[config.mk]
export PLATFORM = sky130hd
export DESIGN_NAME = cpu_step_sequencer
export DESIGN_NICKNAME = d
export VERILOG_FILES = /design/src/rtl/cpu_step_sequencer.sv
export SDC_FILE = /design/constraint.sdc
export NUM_CORES = 1
export LEC_CHECK = 0
export CAP_MARGIN = 20
export CORE_UTILIZATION = 44
export DETAILED_ROUTE_END_ITERATION = 12
export HOLD_SLACK_MARGIN = 0.12
export PLACE_DENSITY = 0.8
export SLEW_MARGIN = 20
export SYNTH_ARGS = -nofsm -noshare
export SYNTH_HDL_FRONTEND = slang
export SYNTH_SLANG_ARGS = --single-unit
[constraint.sdc]
create_clock -name clk -period 1.3 [get_ports clk]
set_input_delay 0.39 -clock clk [delete_from_list [all_inputs] [get_ports clk]]
set_output_delay 0.39 -clock clk [all_outputs]
set_load 0.02 [all_outputs]
[src/rtl/cpu_step_sequencer.sv]
// Multi-cycle FETCH/DECODE/EXEC/WB control sequencer for the 8-bit lab CPU datapath.
// Optional run watchdog: define SEQ_WATCHDOG_EN to bound retirements per run to RUN_LIMIT.
module cpu_step_sequencer #(
    parameter int OP_W      = 3,
    parameter int CNT_W     = 8,
    parameter int RUN_LIMIT = 32
) (
    input  logic             clk,
    input  logic             reset_n,
    input  logic             step_pulse,
    input  logic             run_pulse,
    input  logic             man_pulse,
    input  logic             stop_pulse,
    input  logic             clr_pulse,
    input  logic [OP_W-1:0]  opcode,
    input  logic             equals,
    output logic             ir_load,
    output logic             ir_sel,
    output logic             pc_inc,
    output logic             pc_load,
    output logic             dm_we,
    output logic             rf_we,
    output logic             alu_en,
    output logic             mem_clr,
    output logic             busy,
    output logic             halted,
    output logic             wdog_trip,
    output logic [CNT_W-1:0] instr_count
);
    typedef enum logic [2:0] {
        S_IDLE   = 3'd0,
        S_FETCH  = 3'd1,
        S_DECODE = 3'd2,
        S_EXEC   = 3'd3,
        S_WB     = 3'd4,
        S_HALT   = 3'd5
    } state_t;

    localparam logic [OP_W-1:0] OP_STORE = OP_W'(0);
    localparam logic [OP_W-1:0] OP_MOVE  = OP_W'(1);
    localparam logic [OP_W-1:0] OP_ALU   = OP_W'(2);
    localparam logic [OP_W-1:0] OP_BEQ   = OP_W'(5);
    localparam logic [OP_W-1:0] OP_HALT  = {OP_W{1'b1}};

    state_t           state_r, state_nx_s;
    logic             run_mode_r, run_mode_nx_s;
    logic             stop_r, stop_nx_s;
    logic             ir_sel_nx_s;
    logic [CNT_W-1:0] count_nx_s;
    logic             trip_nx_s;
    logic             run_start_s, run_retire_s, wd_hit_s;
    logic             exec_op_s, taken_s;
    logic             ir_load_nx_s, pc_inc_nx_s, pc_load_nx_s;
    logic             dm_we_nx_s, rf_we_nx_s, alu_en_nx_s;
    logic             busy_nx_s, halted_nx_s;

    assign exec_op_s = (opcode == OP_STORE) || (opcode == OP_MOVE) ||
                       (opcode == OP_ALU)   || (opcode == OP_BEQ);
    assign taken_s   = (opcode == OP_BEQ) && equals;

    // Next state, run/stop latches and retirement bookkeeping; clear overrides everything
    always_comb begin
        state_nx_s    = state_r;
        run_mode_nx_s = run_mode_r;
        stop_nx_s     = stop_r;
        ir_sel_nx_s   = ir_sel;
        count_nx_s    = instr_count;
        trip_nx_s     = wdog_trip;
        run_start_s   = 1'b0;
        run_retire_s  = 1'b0;
        if (clr_pulse) begin
            state_nx_s    = S_IDLE;
            run_mode_nx_s = 1'b0;
            stop_nx_s     = 1'b0;
            count_nx_s    = {CNT_W{1'b0}};
            trip_nx_s     = 1'b0;
        end else begin
            case (state_r)
                S_IDLE: begin
                    if (man_pulse) begin
                        ir_sel_nx_s = 1'b1;
                        state_nx_s  = S_FETCH;
                    end else if (step_pulse) begin
                        ir_sel_nx_s = 1'b0;
                        state_nx_s  = S_FETCH;
                    end else if (run_pulse) begin
                        ir_sel_nx_s   = 1'b0;
                        run_mode_nx_s = 1'b1;
                        run_start_s   = 1'b1;
                        state_nx_s    = S_FETCH;
                    end else begin
                        state_nx_s = S_IDLE;
                    end
                end
                S_FETCH: begin
                    stop_nx_s  = stop_r | stop_pulse;
                    state_nx_s = S_DECODE;
                end
                S_DECODE: begin
                    stop_nx_s = stop_r | stop_pulse;
                    if (opcode == OP_HALT) begin
                        state_nx_s    = S_HALT;
                        run_mode_nx_s = 1'b0;
                        stop_nx_s     = 1'b0;
                    end else if (exec_op_s) begin
                        state_nx_s = S_EXEC;
                    end else begin
                        state_nx_s = S_WB;
                    end
                end
                S_EXEC: begin
                    stop_nx_s  = stop_r | stop_pulse;
                    state_nx_s = S_WB;
                end
                S_WB: begin
                    count_nx_s   = (instr_count == {CNT_W{1'b1}}) ? instr_count
                                                                  : instr_count + CNT_W'(1);
                    run_retire_s = run_mode_r;
                    stop_nx_s    = 1'b0;
                    if (wd_hit_s) begin
                        state_nx_s    = S_HALT;
                        run_mode_nx_s = 1'b0;
                        trip_nx_s     = 1'b1;
                    end else if (run_mode_r && !(stop_r || stop_pulse)) begin
                        state_nx_s = S_FETCH;
                    end else begin
                        state_nx_s    = S_IDLE;
                        run_mode_nx_s = 1'b0;
                    end
                end
                S_HALT: begin
                    state_nx_s    = S_HALT;
                    run_mode_nx_s = 1'b0;
                end
                default: begin
                    state_nx_s    = S_IDLE;
                    run_mode_nx_s = 1'b0;
                    stop_nx_s     = 1'b0;
                end
            endcase
        end
    end

    // Strobes are decoded from the state being entered so they appear in that state's cycle
    always_comb begin
        ir_load_nx_s = (state_nx_s == S_FETCH);
        dm_we_nx_s   = 1'b0;
        alu_en_nx_s  = 1'b0;
        rf_we_nx_s   = 1'b0;
        pc_inc_nx_s  = 1'b0;
        pc_load_nx_s = 1'b0;
        if (state_nx_s == S_EXEC) begin
            dm_we_nx_s  = (opcode == OP_STORE);
            alu_en_nx_s = (opcode == OP_ALU) || (opcode == OP_BEQ);
        end else if (state_nx_s == S_WB) begin
            rf_we_nx_s   = (opcode == OP_MOVE) || (opcode == OP_ALU);
            pc_load_nx_s = !ir_sel && taken_s;
            pc_inc_nx_s  = !ir_sel && !taken_s;
        end else begin
            dm_we_nx_s = 1'b0;
        end
        busy_nx_s   = state_nx_s inside {S_FETCH, S_DECODE, S_EXEC, S_WB};
        halted_nx_s = (state_nx_s == S_HALT);
    end

    // State, latches and all registered outputs
    always_ff @(posedge clk or negedge reset_n) begin
        if (!reset_n) begin
            state_r     <= S_IDLE;
            run_mode_r  <= 1'b0;
            stop_r      <= 1'b0;
            ir_sel      <= 1'b0;
            ir_load     <= 1'b0;
            pc_inc      <= 1'b0;
            pc_load     <= 1'b0;
            dm_we       <= 1'b0;
            rf_we       <= 1'b0;
            alu_en      <= 1'b0;
            mem_clr     <= 1'b0;
            busy        <= 1'b0;
            halted      <= 1'b0;
            wdog_trip   <= 1'b0;
            instr_count <= {CNT_W{1'b0}};
        end else begin
            state_r     <= state_nx_s;
            run_mode_r  <= run_mode_nx_s;
            stop_r      <= stop_nx_s;
            ir_sel      <= ir_sel_nx_s;
            ir_load     <= ir_load_nx_s;
            pc_inc      <= pc_inc_nx_s;
            pc_load     <= pc_load_nx_s;
            dm_we       <= dm_we_nx_s;
            rf_we       <= rf_we_nx_s;
            alu_en      <= alu_en_nx_s;
            mem_clr     <= clr_pulse;
            busy        <= busy_nx_s;
            halted      <= halted_nx_s;
            wdog_trip   <= trip_nx_s;
            instr_count <= count_nx_s;
        end
    end

`ifdef SEQ_WATCHDOG_EN
    localparam int WD_W = $clog2(RUN_LIMIT + 1);
    logic [WD_W-1:0] wd_cnt_r;

    // Retirements within the current run; restarted by every run start
    always_ff @(posedge clk or negedge reset_n) begin
        if (!reset_n) begin
            wd_cnt_r <= {WD_W{1'b0}};
        end else if (run_start_s) begin
            wd_cnt_r <= {WD_W{1'b0}};
        end else if (run_retire_s) begin
            wd_cnt_r <= wd_cnt_r + WD_W'(1);
        end else begin
            wd_cnt_r <= wd_cnt_r;
        end
    end

    assign wd_hit_s = run_mode_r && ((wd_cnt_r + WD_W'(1)) == WD_W'(RUN_LIMIT));
`else
    // Watchdog absent: never trips, runs are unbounded
    assign wd_hit_s = 1'b0 & run_start_s & run_retire_s & (RUN_LIMIT > 0);
`endif

endmodule

* Yosys cells after proc, flatten, opt, wreduce, memory -nomap -nowiden
Cells that the tools add are included.
** Word-level totals
- Bits in registers :: 23
- Bits of input ports :: 11
- Output and inout port bits :: 19
- Word-level logic and storage cells :: 95
** Operators by class
- Add/sub/neg operators :: 1
- Eq/ne operators :: 23
- Muxes and demuxes :: 32
- Bitwise logic cells :: 2
- Reductions and logical operators :: 23
** Operators by type and width (count)
- $mux 8 :: 3
- $mux 1 :: 23
- $eq 3x3->1 const B :: 6
- $pmux 3 s6 :: 1
- $eq 3x2->1 const B :: 5
- $ne 3x3->1 const B :: 5
- $eq 3x1->1 const B :: 3
- $mux 3 :: 3
- $add 8x1->8 const B :: 1
- $eq 8x8->1 const B :: 1
- $logic_not 3->1 :: 2
- $logic_or 1x1->1 :: 6
- $reduce_and 6->1 :: 1
- $logic_and 1x1->1 :: 4
- $ne 2x1->1 const B :: 2
- $pmux 1 s4 :: 1
- $reduce_bool 4->1 :: 1
- $reduce_or 2->1 :: 2
- $logic_not 1->1 :: 3
- $pmux 1 s3 :: 1
- $reduce_and 3->1 :: 1
- $reduce_bool 3->1 :: 1
- $ne 2x2->1 const B :: 1
- $reduce_and 2->1 :: 1
- other kinds (3) :: 3

* Longest topological paths before layout
- Depth after elaboration :: 11
- Mapped depth :: 5
- Mapped depth without buffers :: 5

* Worst setup path after synthesis
Ideal clock, no wire load.
- Path type :: register to register
- From :: reg instr_count[0]
- To :: reg instr_count[6]
- Arrival :: 1.454 ns
- Data required time :: 1.222 ns
- Slack :: -0.233 ns
- Cell stages (with the launch flop) :: 6
- Buffers on the path :: 0
- Clock period less this slack :: 1.533 ns
- Cells stage by stage :: dfrtp_1 -> ha_1 -> and4bb_1 -> o211ai_1 -> or3_1 -> a21oi_1
** Between the ends
- Cells in the longest elaborated chain, start to end :: 4
- Elaborated cells on any way between the ends :: 7
** Ends and longest elaborated chain
- start: declaration :: line 28 : output logic [CNT_W-1:0] instr_count
- start signal: assignment :: line 183 : instr_count <= {CNT_W{1'b0}};
- start signal: assignment :: line 199 : instr_count <= count_nx_s;
- $add 8x1->8 :: line 117 : : instr_count + CNT_W'(1);
- $mux 8 :: line 116 : count_nx_s = (instr_count == {CNT_W{1'b1}}) ? instr_count
- $mux 8 :: line 78 : case (state_r)
- $mux 8 :: line 71 : if (clr_pulse) begin
Several ways; a longest one is shown, not always the timed one. The select of a mux whose other input is x is not followed.
A chain may end at the register's enable or synchronous reset.

* Final worst setup path
- From :: reg state_r[2]
- To :: reg rf_we
** Between the ends
- Cells in the longest elaborated chain, start to end :: 6
- Elaborated cells on any way between the ends :: 12
** Ends and longest elaborated chain
- start: declaration :: line 45 : state_t state_r, state_nx_s;
- start signal: assignment :: line 185 : state_r <= state_nx_s;
- $eq 3x3->1, or another cell as far along :: line 78
- $pmux 3 s6 (*) :: line 78
- $mux 3 (*) :: line 71
- $eq 3x3->1 :: line 155 : end else if (state_nx_s == S_WB) begin
- $mux 1 :: line 155
- $mux 1 (*) :: line 152 : if (state_nx_s == S_EXEC) begin
- net rf_we_nx_s :: line 54 : logic dm_we_nx_s, rf_we_nx_s, alu_en_nx_s;
- end signal: assignment :: line 193 : rf_we <= rf_we_nx_s;
- end: declaration :: line 22 : output logic rf_we,
Mark *: on every way through the listed nets, which the timed path passes. The rest lies on a longest branch.

==> tab_implementation.tex <==
\begin{tabular}{lr}
\hline
Metric & Value \\
\hline
\multicolumn{2}{l}{\textbf{Status}} \\
Outcome & complete, but fails checks \\
Violated checks & negative setup slack \\
\multicolumn{2}{l}{\textbf{Floorplanning}} \\
Horizontal extent of the die & $\sim$56 um \\
Initial core utilization & between 40\% and 50\% \\
Number of core rows & 19 \\
Number of ports placed on the die boundary & 30 \\
Floorplan die height & around 56 um \\
Die area & between 3000 and 4000 um\^{}2 \\
Area of the core & roughly 2800 um\^{}2 \\
\multicolumn{2}{l}{\textbf{Drt}} \\
Detail-routed via count per cell & 5.521 \\
Violation count after the first detailed-route iteration & 43 \\
Total via count after detailed routing & about 1200 \\
Initial DRT Pass Iterations & 4 \\
Drt drc & 0 \\
Sum of routed wire length over all layers & approximately 3.5 mm \\
Detailed-route wire length per cell & 16.19 um \\
DRT antenna net count & 0 \\
\multicolumn{2}{l}{\textbf{Logic synthesis}} \\
Number of nets in the synthesized netlist & between 100 and 150 \\
Ys Warns & 0 \\
Post-Syn Instances & 118 \\
Library cells used by synthesis & a little under 50 \\
Average size of a mapped cell & $\sim$11 um\^{}2 \\
Netlist area before placement & approximately 1300 um\^{}2 \\
Synth Register Bits & 23 \\
Share of synthesized area occupied by flip-flops and latches & between 40\% and 50\% \\
\multicolumn{2}{l}{\textbf{Critical path}} \\
Data arrival time of the worst path & 1.75 ns \\
Required time of the critical path & about 1.5 ns \\
Crit path launch type & flip-flop \\
Capturing element type of the critical path & flip-flop \\
Highest net fanout along the worst path & 8 \\
Type of the worst setup path & flip-flop to flip-flop \\
\multicolumn{2}{l}{\textbf{STA}} \\
Post-route setup TNS & -2.196 ns \\
Fin. Hold Viols & 0 \\
Clock period minus worst slack & roughly 1.5 ns \\
Final count of pins violating max slew & 0 \\
Largest clock skew in the final design & 0.01287 ns \\
Maximum achievable frequency & about 650 MHz \\
Number of failing setup endpoints in the final timing report & 19 \\
Worst Setup Slack, final & -0.2268 ns \\
Share of the cycle needed by the critical path after routing & 117.4\% \\
RSZ-0062 raised after global routing & yes \\
\multicolumn{2}{l}{\textbf{Placement}} \\
Count of buffers from port buffering & 28 \\
RePlAce Congestion & 0.8965 \\
Pre-CTS setup slack & -0.6175 ns \\
Number of instances in the placed design & a little under 200 \\
Placed wire-length estimate & $\sim$2.2 mm \\
\multicolumn{2}{l}{\textbf{Clock tree}} \\
Clock buffer depth & 2 \\
Clock slew at reported path FFs & roughly 0.15 ns \\
Num Clock Sinks & 23 \\
Clock latency at the later pin of the worst-skew pair & between 0.3 and 0.4 ns \\
Root Driver & clkbuf\_4 \\
TritonCTS clock tree & done \\
Cts bufs inserted & 3 \\
Number of H-tree branching levels & 1 \\
\multicolumn{2}{l}{\textbf{Final layout}} \\
Most frequent cells in the layout & buf\_4 (29), dfrtp\_1 (18), buf\_6 (18) \\
Growth of design area from synthesis to finish & 61.67\% \\
Share of final-layout standard cells stronger than drive strength 1 & 58.70\% \\
Final std cells w/o fill & $\sim$220 \\
Sequential standard cell area & 581.8 um\^{}2 \\
Most frequent standard cell in the layout excluding fill and tap cells & buf\_4 \\
Multi-input gate area in the final layout & roughly 820 um\^{}2 \\
Diode insertion count for antenna repair & 0 \\
Final layout net count & 197 \\
Filler cell count in the final layout & a little under 200 \\
\multicolumn{2}{l}{\textbf{Power}} \\
Cell leakage power & approximately 0.94 nW \\
Total power draw & between 2 and 2.5 mW \\
Worst IR Drop VDD & approximately 820 uV \\
Cell Pwr Density & $\sim$1000 nW/um\^{}2 \\
\multicolumn{2}{l}{\textbf{Global route}} \\
Antenna violations before repair & 0 \\
GR Overflow Total & 0 \\
Via count of the first global-routing pass & around 1200 \\
Maximum number of pins on one net before global-route repair & 24 \\
All-Layer GR Usage & between 20 and 25\% \\
Global-route wire length before repair & 5.402 mm \\
\multicolumn{2}{l}{\textbf{Hold path}} \\
Class of the tightest hold or removal check & input pin to async pin \\
\multicolumn{2}{l}{\textbf{Job}} \\
Number of max-capacitance violations reported & 0 \\
\hline
\end{tabular}
==> path summary, 6_finish.rpt <==
| kind | slack, ns | to | cells past startpoint | from |
|---|---|---|---|---|
| hold reg to reg | 0.60 | run_mode_r$_DFFE_PN0P_ | 2 | run_mode_r$_DFFE_PN0P_ |
| max in group asynchronous | 0.73 | state_r[2]$_DFF_PN0_ | 2 | reset_n |
| min in group clk | 0.55 | stop_r$_DFFE_PN0P_ | 3 | stop_pulse |
| setup / recovery | -0.23 | rf_we$_DFF_PN0_ | 5 | state_r[2]$_DFF_PN0_ |
| setup reg to reg | -0.23 | rf_we$_DFF_PN0_ | 5 | state_r[2]$_DFF_PN0_ |
| hold / removal | 0.40 | state_r[0]$_DFF_PN0_ | 2 | reset_n |
==> flip-flops by register name, summed over array words and instances (netlist names) <==
register,cells
alu_en,1
busy,1
dm_we,1
halted,1
instr_count,8
ir_load,1
ir_sel,1
mem_clr,1
pc_inc,1
pc_load,1
rf_we,1
run_mode_r,1
state_r,3
stop_r,1
==> kinds of logic after synthesis <==
family	share of synthesized area, %
AO/OA/AOI/OAI	14.51
XOR/XNOR	4.118
adder cells (fa/ha/maj)	0.9802
buffers and inverters	4.901
flip-flops	45.10
multiplexers	2.745
other	0.2938
AND/OR/NAND/NOR	27.35
==> routing by layer <==
layer  part of all wire [%]  up-vias  track usage (%)  wire, um
met5                      0        -                0         0
met4                    1.5        0            5.923        53
met2                     53       34            40.28      1849
met3                    3.6        6            3.488       126
met1                     42      588            26.97      1451
li1                       -      559                -         -
==> cell usage after synthesis (all sizes together) <==
cell     instances  area (um^2)
conb             1        3.750
nand2b           1        6.260
nand2            7        26.28
nor2             9        33.78
mux2i            2        20.02
clkbuf           1        3.750
a31oi            1        6.260
and3             1        6.260
ha               1        12.51
o31ai            1        7.510
nor3b            3        33.78
o211ai           3        27.52
o2111ai          1        8.760
and2b            1        7.510
a32o             1        10.01
or3              4        25.02
nand4b           2        17.52
xnor2            2        17.52
a32oi            1        27.53
dfrtp           23        575.6
and3b            1        8.760
a22o             1        17.52
o21ai            5        25.02
nor3             3        20.02
a21oi            6        30.03
buf              6        47.54
and4b            1        10.01
or3b             1        8.760
nand4            1        6.260
nor4b            1        15.01
o21ba            1        10.01
a211oi           2        15.01
and2             1        6.260
and4bb           1        12.51
mux2             1        15.01
nor4             4        52.55
nor2b            6        37.54
inv              3        11.26
xor2             4        35.03
nand3            3        15.01
==> per-stage QoR <==
| step | hold slack (ns) | util, % | instance area, um^2 |
|---|---|---|---|
| 3_5_place_dp | 0.5622 | 64.93 | 1790 |
| 5_1_grt | 0.4107 | 74.82 | 2063 |
| 3_3_place_gp | 0.5502 | 64.93 | 1790 |
| 4_1_cts | 0.4180 | 70.78 | 1952 |
| 2_1_floorplan | 0.09441 | - | 1324 |
| 6_report | 0.4043 | 74.82 | 2063 |
==> where the power goes <==
part           switching, mW  leakage, nW  internal, mW  total [mW]
registers             0.0581        0.304         0.779       0.837
logic                  0.450        0.616         0.446       0.896
clock network          0.233       0.0177         0.115       0.348
==> cell type report <==
class	count	share of cell area, %
Clock inverter	1	0.2426
Timing Repair Buffer	69	28.44
Tap cell	31	1.880
Multi-Input combinational cell	85	39.60
Clock buffer	3	1.092
Sequential cell	23	28.20
Inverter	3	0.5458
==> critical path: stages (launching register included) <==
cell	delay, ns
dfrtp_2	0.50
buf_6	0.15
nor4_4	0.22
nor3_4	0.07
a22o_4	0.29
nor4_2	0.21
==> repair_timing <==
| item | in CTS | in global routing |
|---|---|---|
| resized for setup | 110 | 27 |
| endpoints found under the setup margin | 38 | 29 |
| pin swaps | 20 | 10 |
| hold buffers | 0 | 0 |
| setup buffers | 11 | 3 |
(Power assumes the default switching activity.)
